## src/rtl/dbctr_core.sv

```systemverilog
// dbctr_core: debounced up/down/load counter.
// A command fires once after MIN_HOLD consecutive high samples and then
// waits for every button to be released before another press is accepted.
// Reset itself is acknowledged with a single ack on the first edge after
// release, so each accepted operation yields exactly one ack.
module dbctr_core #(
  parameter int WIDTH    = 4,
  parameter int MIN_HOLD = 4
) (
  input  logic             clock,
  input  logic             reset,
  input  logic             up,
  input  logic             down,
  input  logic             load,
  input  logic [WIDTH-1:0] value,
  output logic [WIDTH-1:0] counter,
  output logic             ack
);

  localparam int HOLD_W = $clog2(MIN_HOLD + 1);

  typedef enum logic [1:0] {
    IDLE         = 2'd0,
    COUNT        = 2'd1,
    WAIT_RELEASE = 2'd2
  } state_t;

  typedef enum logic [1:0] {
    CMD_NONE = 2'd0,
    CMD_UP   = 2'd1,
    CMD_DOWN = 2'd2,
    CMD_LOAD = 2'd3
  } cmd_t;

  state_t            state, stateNext;
  cmd_t              cmd, cmdNext;
  cmd_t              sel;
  logic [HOLD_W-1:0] holdCnt, holdNext;
  logic [WIDTH-1:0]  counterNext;
  logic              ackNext;
  logic              rstPending, rstPendingNext;
  logic              anyButton;

  // Pick this edge's command by priority: load, then down, then up.
  always_comb begin
    sel = CMD_NONE;
    if (load)
      sel = CMD_LOAD;
    else if (down)
      sel = CMD_DOWN;
    else if (up)
      sel = CMD_UP;
  end

  assign anyButton = up | down | load;

  // State register; reset parks in WAIT_RELEASE so a held button cannot fire.
  always_ff @(posedge clock or posedge reset) begin
    if (reset) begin
      state      <= WAIT_RELEASE;
      cmd        <= CMD_NONE;
      holdCnt    <= '0;
      counter    <= '0;
      ack        <= 1'b0;
      rstPending <= 1'b1;
    end else begin
      state      <= stateNext;
      cmd        <= cmdNext;
      holdCnt    <= holdNext;
      counter    <= counterNext;
      ack        <= ackNext;
      rstPending <= rstPendingNext;
    end
  end

  // Debounce FSM: count matching samples, fire once, then wait for release.
  always_comb begin
    stateNext      = state;
    cmdNext        = cmd;
    holdNext       = holdCnt;
    counterNext    = counter;
    ackNext        = 1'b0;
    rstPendingNext = 1'b0;

    if (rstPending)
      ackNext = 1'b1;

    unique case (state)
      IDLE: begin
        if (sel != CMD_NONE) begin
          stateNext = COUNT;
          cmdNext   = sel;
          holdNext  = HOLD_W'(1);
        end
      end

      COUNT: begin
        if (sel == CMD_NONE) begin
          stateNext = IDLE;
          holdNext  = '0;
        end else if (sel != cmd) begin
          cmdNext  = sel;
          holdNext = HOLD_W'(1);
        end else if (holdCnt == HOLD_W'(MIN_HOLD - 1)) begin
          stateNext = WAIT_RELEASE;
          holdNext  = '0;
          ackNext   = 1'b1;
          case (cmd)
            CMD_UP:   counterNext = counter + WIDTH'(1);
            CMD_DOWN: counterNext = counter - WIDTH'(1);
            CMD_LOAD: counterNext = value;
            default:  counterNext = counter;
          endcase
        end else begin
          holdNext = holdCnt + HOLD_W'(1);
        end
      end

      WAIT_RELEASE: begin
        if (!anyButton)
          stateNext = IDLE;
      end

      default: begin
        stateNext = WAIT_RELEASE;
        holdNext  = '0;
      end
    endcase
  end

endmodule

```

## config.mk

```make
export PLATFORM = sky130hd
export DESIGN_NAME = dbctr_core
export DESIGN_NICKNAME = d
export VERILOG_FILES = /design/src/rtl/dbctr_core.sv
export SDC_FILE = /design/constraint.sdc
export NUM_CORES = 1
export LEC_CHECK = 0
export BUFFER_PORTS_ARGS = -buffer_cell sky130_fd_sc_hd__buf_2
export CAP_MARGIN = 20
export CORE_MARGIN = 1
export CORE_UTILIZATION = 53
export DETAILED_ROUTE_END_ITERATION = 12
export PLACE_DENSITY = 0.73
export SLEW_MARGIN = 20
export SYNTH_ARGS = -nofsm -noshare
export SYNTH_HDL_FRONTEND = slang
export SYNTH_SLANG_ARGS = --single-unit
export TNS_END_PERCENT = 20
```

## constraint.sdc

```tcl
create_clock -name clock -period 2.3 [get_ports clock]
set_input_delay 0.345 -clock clock [delete_from_list [all_inputs] [get_ports clock]]
set_output_delay 0.345 -clock clock [all_outputs]
set_load 0.03 [all_outputs]
```

==> run metrics, run 1 <==
clock root cell clkbuf_4; area leader, netlist dfrtp_1; final hold violation count 0; GRT Util Overall 23.5%; Unique masters post-synth 34; Final nets 113; cell family with most CP delay compound AO/OA/AOI/OAI gates; dpl cells 110; Fmax 462 MHz; First-pass DRT Iterations 4; die height 40.6 um; # clock sinks 13; sequential share of power 33.6%; final wirelength 1450 um; Worst Path Required 2.48 ns; EDFF count, synth 0; PostCTS Resize Cnt 0; Final Max Tran Viols 0; gr ovfl total 0; CTS tree built; first-pass GRT wire length 2300 um; mapped cell area 790 um2; Synth area leaders dfrtp_1 (35%), dfstp_2 (6.7%), o21ai_0 (5.7%), ha_1 (4.8%), inv_1 (4.3%); Max H-tree Level 1; CTS Buffer Depth 2; RSZ-0062 raised after global routing no; Setup CP Type reg -> reg; Post-Layout Cell Count 114; worst-path cell chain or2b_1, inv_1, ha_1, a21o_1, a21oi_1, mux2i_1, a2bb2oi_1, o21ai_1; detailed-route via count 624; Initial Utilization 58.5%; Comb pwr share 53.3%; Max Cap Viol 0; total internal power 0.000601 W; Leak 0.454 nW; Tmin final 2.16 ns; Synth Flop Type dfrtp_1; Setup Skew 0.00960 ns; clock share of power 13.1%; share of layout cells above drive strength 1 25.3%; Area Overhead vs Synth 13.5%; Worst path max stage delay 0.45 ns; Post-Syn Instances 83; PortBufs 13; worst ir drop on vdd 0.687 mV; nature of the critical path endpoint register; Yosys top cell area share 34.9%; largest net degree at the start of global routing 14; Final setup viols 0; CP max FO 8; Synth Warn # 0; vias per cell 5.47; Async SR Flop Fraction 100%; worst skew pair latency 0.29 ns; total CTS buffers 3; top post-synthesis cells by count dfrtp_1 (11), inv_1 (9), o21ai_0 (9); DR iter-0 viols 4; crit path DAT 2.34 ns; Chip Width 40.6 um; CP Launch Type register; register area share after synthesis 41.5%; Syn Area/Cell 9.51 um2; power density over the cells 1250 nW/um2; Clock transition at path regs 0.09 ns; DP HPWL 1120 um; DR DRC count 0; status complete, no violations; cts hold-fix bufs 0; Placeable Area 1350 um2; count leader, synth dfrtp_1; setup bufs post-CTS 0; die area 1650 um2; Min-Delay Path Class in -> async; gp weighted congestion 0.701; Top Ports 14; antenna violations before repair 0; slowest CP cell dfrtp_1; syn nets 96; Ant. Diodes 0; Buf/Inv on CP 1; Tcrit/Tclk final 94.1%; wire per inst 12.7 um; switching pwr 0.000516 W; number of nets with antenna violations after routing 0; number of global-route vias before repair 511; #FFs+latches synth 13; # rows 13; Final TNS setup 0 ns; switch share 46.2%
-- final timing paths --
kind | start | end | slack (ns) | cells past startpoint
max | cmd[1]$_DFFE_PP0P_ | counter[3]$_DFFE_PP0P_ | 0.14 | 8
min | reset | counter[0]$_DFFE_PP0P_ | 0.05 | 2
max reg2reg | cmd[1]$_DFFE_PP0P_ | counter[3]$_DFFE_PP0P_ | 0.14 | 8
min reg2reg | state[1]$_DFFE_PP1P_ | state[1]$_DFFE_PP1P_ | 0.49 | 2
max in group asynchronous | reset | state[1]$_DFFE_PP1P_ | 1.89 | 2
min in group clock | value[3] | counter[3]$_DFFE_PP0P_ | 0.33 | 3
-- cells in the final DEF, fill, tap and decap left out, drive strengths merged, types with 2 or more instances in the layout --
master  Yosys  routed
a211oi      2       2
a21oi       4       4
buf         1      13
clkbuf      0       3
dfrtp      11      11
dfstp       2       2
ha          3       3
inv         9       9
mux2i       3       3
nand2       4       4
nand2b      3       3
nand3       3       3
nor2        8       8
nor3        3       3
o21ai      11      11
-- layer usage --
layer	global-route usage, %	vias to the layer above	share of wire (%)
met1	31.1	289	51
met3	10.0	6	3.4
met2	31.0	8	42
li1	-	321	-
met4	15.0	0	2.8
met5	0	-	0
-- cells by family after synthesis --
kind of cell / after synthesis / share of synthesized area (%)
AOI/OAI and AO/OA: 24 / 21.9
xor gates and xnor gates: 1 / 1.11
adders and majority gates: 4 / 7.29
buffers and inverters: 10 / 4.91
DFF: 13 / 41.5
muxes: 3 / 3.80
other: 1 / 0.475
and+or+nand+nor: 27 / 19.0
-- through the flow --
stage	setup WS [ns]	instance area, um2	utilization (%)	total power [W]	hold WS [ns]
after CTS	0.152	896	66.4	0.00112	0.0673
final	0.136	896	66.4	0.00112	0.0478
after global placement	0.288	868	64.3	0.000956	0.387
after global routing	0.0144	896	66.4	0.00122	0.106
after floorplan	0.371	790	-	0.000846	0.221
after detailed placement	0.189	868	64.3	0.000972	0.386
-- flip-flops by register name (all words and copies together) (netlist names) --
register    flops
rstPending      1
state           2
cmd             2
holdCnt         3
ack             1
counter         4
-- final cells by class --
cell class,count,area [um2]
timing repair buffer,13,65.1
clock inverter,1,5.00
multi-input combinational,60,423
inverter,9,33.8
clock buffer,3,22.5
sequential,13,328
tap,15,18.8
fill,118,454
-- worst reg2reg max path: stages, from the launching register on --
cell	delay (ns)
dfrtp_1	0.45
or2b_1	0.30
inv_1	0.11
ha_1	0.23
a21o_1	0.18
a21oi_1	0.28
mux2i_1	0.24
a2bb2oi_1	0.18
o21ai_1	0.08
-- power by group through the flow --
| stage | sequential [W] | clock [W] | combinational (W) |
|---|---|---|---|
| after floorplan | 0.000413 | 0 | 0.000433 |
| after global placement | 0.000377 | 0 | 0.000579 |
| after detailed placement | 0.000380 | 0 | 0.000592 |
| after CTS | 0.000375 | 0.000151 | 0.000597 |
| after global routing | 0.000389 | 0.000164 | 0.000665 |
| final | 0.000375 | 0.000147 | 0.000595 |
(Power assumes the default switching activity.)
==> run 2, diff against run 1 <==
==> constraint.sdc (replaced) <==
create_clock -name clock -period 2.3 [get_ports clock]
set_input_delay 0 -clock clock [delete_from_list [all_inputs] [get_ports clock]]
set_output_delay 0 -clock clock [all_outputs]
set_load 0.03 [all_outputs]
==> run 2 against run 1 <==
Compared with the run above:
- sequential share of layout area is 0.80 points lower
- register-to-register slack about the same
- worst hold slack worse by 0.043 ns
- flip-flop and latch count stayed put
- via count up 0.16%
- final cell count is 1.8% higher
- wire length rose by 1.4%
- power is 0.37% higher
- critical path type unchanged
- largest cell class unchanged
- largest power group unchanged
- highest routed layer unchanged
==> run metrics, run 2 (same netlist as run 1, synthesis figures left out) <==
dpl cells 110 (unchanged); Leak 0.462 nW (+1.8%); Tcrit/Tclk final 94.1% (about the same); wire per inst 12.7 um (-0.37%); most frequent cells in the layout buf_2 (13), dfrtp_1 (11), inv_1 (9), o21ai_0 (9), nor2_1 (8); final hold violation count 0 (unchanged); Clock transition at path regs 0.09 ns (about the same); RSZ-0062 raised after global routing no; hold depth 3; worst ir drop on vdd 0.690 mV (+0.39%); CP max FO 8 (unchanged); total CTS buffers 3 (unchanged); DR DRC count 0 (unchanged); Chip Width 40.6 um (unchanged); RR Startpoint cmd[1]$_DFFE_PP0P_; hold path start value[1]; First-pass DRT Iterations 4 (unchanged); gp weighted congestion 0.701 (unchanged); die area 1650 um2 (unchanged); Fmax 462 MHz (about the same); # rows 13 (unchanged); largest net degree at the start of global routing 14 (unchanged); reg2reg path depth 8 (unchanged); largest reg by FF count counter; Crit Reg-Reg Endpoint counter[3]$_DFFE_PP0P_; DR iter-0 viols 8 (+4); Final Max Tran Viols 0 (unchanged); PortBufs 13 (unchanged); CP Launch Point cmd[1]$_DFFE_PP0P_; antenna violations before repair 0 (unchanged); power density over the cells 1220 nW/um2 (-1.8%); clock root cell clkbuf_4; number of nets with antenna violations after routing 0 (unchanged); Placeable Area 1350 um2 (unchanged); Area Overhead vs Synth 16.0%; commonest non-fill, non-tap cell in the layout buf_2; largest registers counter (4), holdCnt (3); Final TNS setup 0 ns (unchanged); Ant. Diodes 0 (unchanged); PostCTS Resize Cnt 0 (unchanged); Setup CP Type reg -> reg; GRT Util Overall 23.7% (+0.23 points); status complete, no violations; Top Ports 14 (unchanged); Worst Path Required 2.48 ns (about the same); Setup Skew 0.00961 ns (+0.00000400 ns); max reg flops 4 (unchanged); Max H-tree Level 1 (unchanged); CP Launch Type register; reg2reg setup slack 0.14 ns (about the same); worst skew pair latency 0.29 ns (about the same); CTS Buffer Depth 2 (unchanged); CTS tree built; crit path DAT 2.34 ns (about the same); vias per cell 5.39 (-1.6%); Final nets 115 (+1.8%); # clock sinks 13 (unchanged); share of layout cells above drive strength 1 24.8% (-0.50 points); Initial Utilization 58.5% (unchanged); number of global-route vias before repair 516 (+0.98%); Final setup viols 0 (unchanged); Tmin final 2.16 ns (-0.0000310 ns); gr ovfl total 0 (unchanged); nature of the critical path endpoint register; DP HPWL 1120 um (unchanged); Max Cap Viol 0 (unchanged); Min-Delay Path Class in -> reg; Post-Layout Cell Count 116 (+1.8%); first-pass GRT wire length 2330 um (+1.2%); detailed-route via count 625 (+0.16%); final wirelength 1470 um (+1.4%); die height 40.6 um (unchanged); Min-Delay Endpoint counter[1]$_DFFE_PP0P_
## run 2: how the worst max path moves through the flow
stage          cells past startpoint  slack, ns                      to
5_1_grt                            8       0.01  counter[3]$_DFFE_PP0P_
6_report                           8       0.14  counter[3]$_DFFE_PP0P_
2_1_floorplan                      8       0.37  counter[3]$_DFFE_PP0P_
3_5_place_dp                       8       0.19  counter[3]$_DFFE_PP0P_
3_3_place_gp                       8       0.29  counter[3]$_DFFE_PP0P_
4_1_cts                            8       0.15  counter[3]$_DFFE_PP0P_
## run 2: where the power goes
part | total (W) | leakage (nW) | switching (W) | internal (W)
Combinational | 0.000599 | 0.294 | 0.000368 | 0.000231
Clock | 0.000148 | 0.0177 | 0.0000832 | 0.0000648
Sequential | 0.000375 | 0.150 | 0.0000669 | 0.000308
Total | 0.00112 | 0.462 | 0.000518 | 0.000604
## run 2: cell type report
type                    instances  area (um2)
fillers                       113         434
clock buffers                   3        22.5
repair buffers                 15        85.1
flip-flops and latches         13         328
well taps                      15        18.8
clock inverters                 1        5.00
inverters                       9        33.8
multi-input cells              60         423
## run 2: through the flow
stage	cell area [um2]	hold slack (ns)	utilization (%)	setup slack [ns]	power [W]
detailed placement	868	0.0407	64.3	0.189	0.000972
CTS	916	0.00283	67.8	0.152	0.00113
finish	916	0.00441	67.8	0.136	0.00112
global placement	868	0.0420	64.3	0.288	0.000956
global route	916	0.0154	67.8	0.0144	0.00122
floorplan	790	-0.124	-	0.371	0.000846
## run 2: critical path, stage by stage (launching register included)
cell       delay [ns]
dfrtp_1          0.46
or2b_1           0.30
inv_1            0.11
ha_1             0.23
a21o_1           0.18
a21oi_1          0.28
mux2i_1          0.24
a2bb2oi_1        0.18
o21ai_1          0.08
## run 2: routing by layer
| metal | vias to the layer above | global-route usage (%) | part of all wire, % |
|---|---|---|---|
| li1 | 323 | - | - |
| met1 | 288 | 31.4 | 52 |
| met2 | 8 | 31.3 | 42 |
| met3 | 6 | 10.0 | 3.3 |
| met4 | 0 | 15.0 | 2.7 |
| met5 | - | 0 | 0 |
## run 2: what timing repair did
action,in CTS,in global routing
hold buffers,2,0
hold endpoints to repair,12,0
buffers inserted,0,0
==> run 3, diff against run 2 <==
--- a/config.mk
+++ b/config.mk
@@ -8,9 +8,12 @@
 export BUFFER_PORTS_ARGS = -buffer_cell sky130_fd_sc_hd__buf_2
 export CAP_MARGIN = 20
 export CORE_MARGIN = 1
-export CORE_UTILIZATION = 53
+export CORE_UTILIZATION = 56
+export CTS_BUF_LIST = sky130_fd_sc_hd__clkbuf_8
 export DETAILED_ROUTE_END_ITERATION = 12
-export PLACE_DENSITY = 0.73
+export HOLD_SLACK_MARGIN = 0.05
+export PLACE_DENSITY = 0.77
+export RECOVER_POWER = 100
 export SLEW_MARGIN = 20
 export SYNTH_ARGS = -nofsm -noshare
 export SYNTH_HDL_FRONTEND = slang
==> run 3 against run 2 <==
Compared with the run above:
- worst hold slack better by 0.055 ns
- first-iteration DRC count up 63%
- non-clock buffer count grew 2
- wire length is 0.81% higher
- sequential power about the same
- power is 3.2% higher
- clock skew shrank 0.0089 ns
- sequential share of layout area decreased by 1.0 points
- maximum frequency rose by 3.3%
- cell area increased by 2.9%
==> run metrics, run 3 (same netlist as run 1, synthesis figures left out) <==
status complete, no violations; final hold violation count 0 (unchanged); die height 39.5 um (-2.6%); Setup Skew 0.000717 ns (-0.00889 ns); RSZ-0062 raised after global routing no; Area Overhead vs Synth 19.3%; number of global-route vias before repair 577 (+12%); hold path start value[1]; Fmax 477 MHz (+3.3%); Final Power 0.00116 W (+3.2%); wire per inst 12.6 um (-0.89%); # rows 13 (unchanged); Setup CP Type reg -> reg; reg2reg path depth 8 (unchanged); DP HPWL 1090 um (-2.5%); Max H-tree Level 1 (unchanged); GRT Util Overall 24.1% (+0.41 points); crit path DAT 2.21 ns (-0.13 ns); hold depth 3 (unchanged); share of layout cells above drive strength 1 17.5% (-7.3 points); final wirelength 1490 um (+0.81%); First-pass DRT Iterations 4 (unchanged); # clock sinks 13 (unchanged); Final TNS setup 0 ns (unchanged); clock root cell clkbuf_8; PortBufs 13 (unchanged); Clock transition at path regs 0.05 ns (-0.04 ns); largest reg by FF count counter; DR iter-0 viols 13 (+5); power density over the cells 1230 nW/um2 (+0.34%); worst skew pair latency 0.24 ns (-0.05 ns); Tmin final 2.09 ns (-0.0697 ns); Initial Utilization 60.7% (+2.2 points); reg2reg setup slack 0.21 ns (+0.07 ns); largest net degree at the start of global routing 14 (unchanged); Min-Delay Path Class in -> reg; Max Cap Viol 0 (unchanged); RR Startpoint cmd[1]$_DFFE_PP0P_; commonest non-fill, non-tap cell in the layout dfrtp_1; setup bufs post-CTS 0 (unchanged); detailed-route via count 642 (+2.7%); number of nets with antenna violations after routing 0 (unchanged); worst ir drop on vdd 0.655 mV (-5.0%); Chip Width 39.5 um (-2.6%); CTS Buffer Depth 2 (unchanged); max reg flops 4 (unchanged); Min-Delay Endpoint counter[1]$_DFFE_PP0P_; number of fill cells in the layout 98 (-13%); most frequent cells in the layout dfrtp_1 (11), inv_1 (10), o21ai_0 (9); Tcrit/Tclk final 91.1% (-3.0 points); vias per cell 5.44 (+0.98%); Worst Path Required 2.42 ns (-0.06 ns); gp weighted congestion 0.766 (+9.2%); Ant. Diodes 0 (unchanged); Final Max Tran Viols 0 (unchanged); CTS tree built; first-pass GRT wire length 2340 um (+0.30%); Placeable Area 1300 um2 (-3.6%); DR DRC count 0 (unchanged); total CTS buffers 3 (unchanged); nature of the critical path endpoint register; largest registers counter (4), holdCnt (3); Leak 0.465 nW (+0.56%); Final setup viols 0 (unchanged); CP max FO 8 (unchanged); antenna violations before repair 0 (unchanged); Final nets 117 (+1.7%); CP Launch Type register; gr ovfl total 0 (unchanged); Top Ports 14 (unchanged); die area 1560 um2 (-5.1%); Crit Reg-Reg Endpoint counter[3]$_DFFE_PP0P_
[run 3: changes by cell type in the layout (fill, tap and decap cells not counted)]
cell	change
a211oi_1	+1
buf_2	-5
clkbuf_4	-3
clkbuf_1	+5
a211oi_2	-1
inv_1	+1
clkbuf_8	+3
dlygate4sd3_1	+2
clkinv_2	-1
[run 3: worst max-delay path, stage by stage, from the launching register on]
cell and delay, ns:
dfrtp_1 0.43, or2b_1 0.29, inv_1 0.11, ha_1 0.23, a21o_1 0.17, a21oi_1 0.24
mux2i_1 0.24, a2bb2oi_1 0.18, o21ai_1 0.08
[run 3: timing repair]
| action | in CTS | in global routing |
|---|---|---|
| resized for setup | 0 | 0 |
| hold endpoints to repair | 14 | 0 |
| hold buffers | 4 | 0 |
[run 3: area by class of cell]
type,instances,area (um2),share of cell area (%)
clock buffer,3,41.3,4.38
clock inverter,1,3.75,0.398
inverter,9,33.8,3.59
multi-input combinational,60,418,44.4
sequential,13,328,34.8
tap,15,18.8,1.99
timing repair buffer,17,98.8,10.5
[run 3: layer usage]
metal / track usage [%] / routed length [um]
met5: 0 / 0
met4: 15.5 / 36
met3: 5.11 / 39
met2: 41.0 / 713
met1: 26.7 / 695
[run 3: worst max path at each step]
stage	start	to	slack, ns	depth (start not counted)
final	cmd[1]$_DFFE_PP0P_	counter[3]$_DFFE_PP0P_	0.21	8
after global routing	cmd[1]$_DFFE_PP0P_	counter[3]$_DFFE_PP0P_	0.06	5
after CTS	cmd[1]$_DFFE_PP0P_	counter[3]$_DFFE_PP0P_	0.19	8
after detailed placement	cmd[1]$_DFFE_PP0P_	counter[3]$_DFFE_PP0P_	0.20	8
after global placement	cmd[1]$_DFFE_PP0P_	counter[3]$_DFFE_PP0P_	0.29	8
after floorplan	cmd[1]$_DFFE_PP0P_	counter[3]$_DFFE_PP0P_	0.37	8
[run 3: per-stage QoR]
stage                     cells  worst slack [ns]  hold slack, ns  area [um2]  utilization, %
after global placement      110             0.290          0.0407         868            66.7
after floorplan              83             0.371          -0.124         790               -
after global routing        118            0.0635          0.0961         942            72.4
after detailed placement    110             0.204          0.0453         868            66.7
after CTS                   118             0.194          0.0630         953            73.3
final                       118             0.205          0.0596         942            72.4
[run 3: power breakdown]
part	switching, W	internal (W)	total [W]
Combinational	0.000357	0.000227	0.000585
Clock	0.0000800	0.000118	0.000198
Sequential	0.0000666	0.000309	0.000375
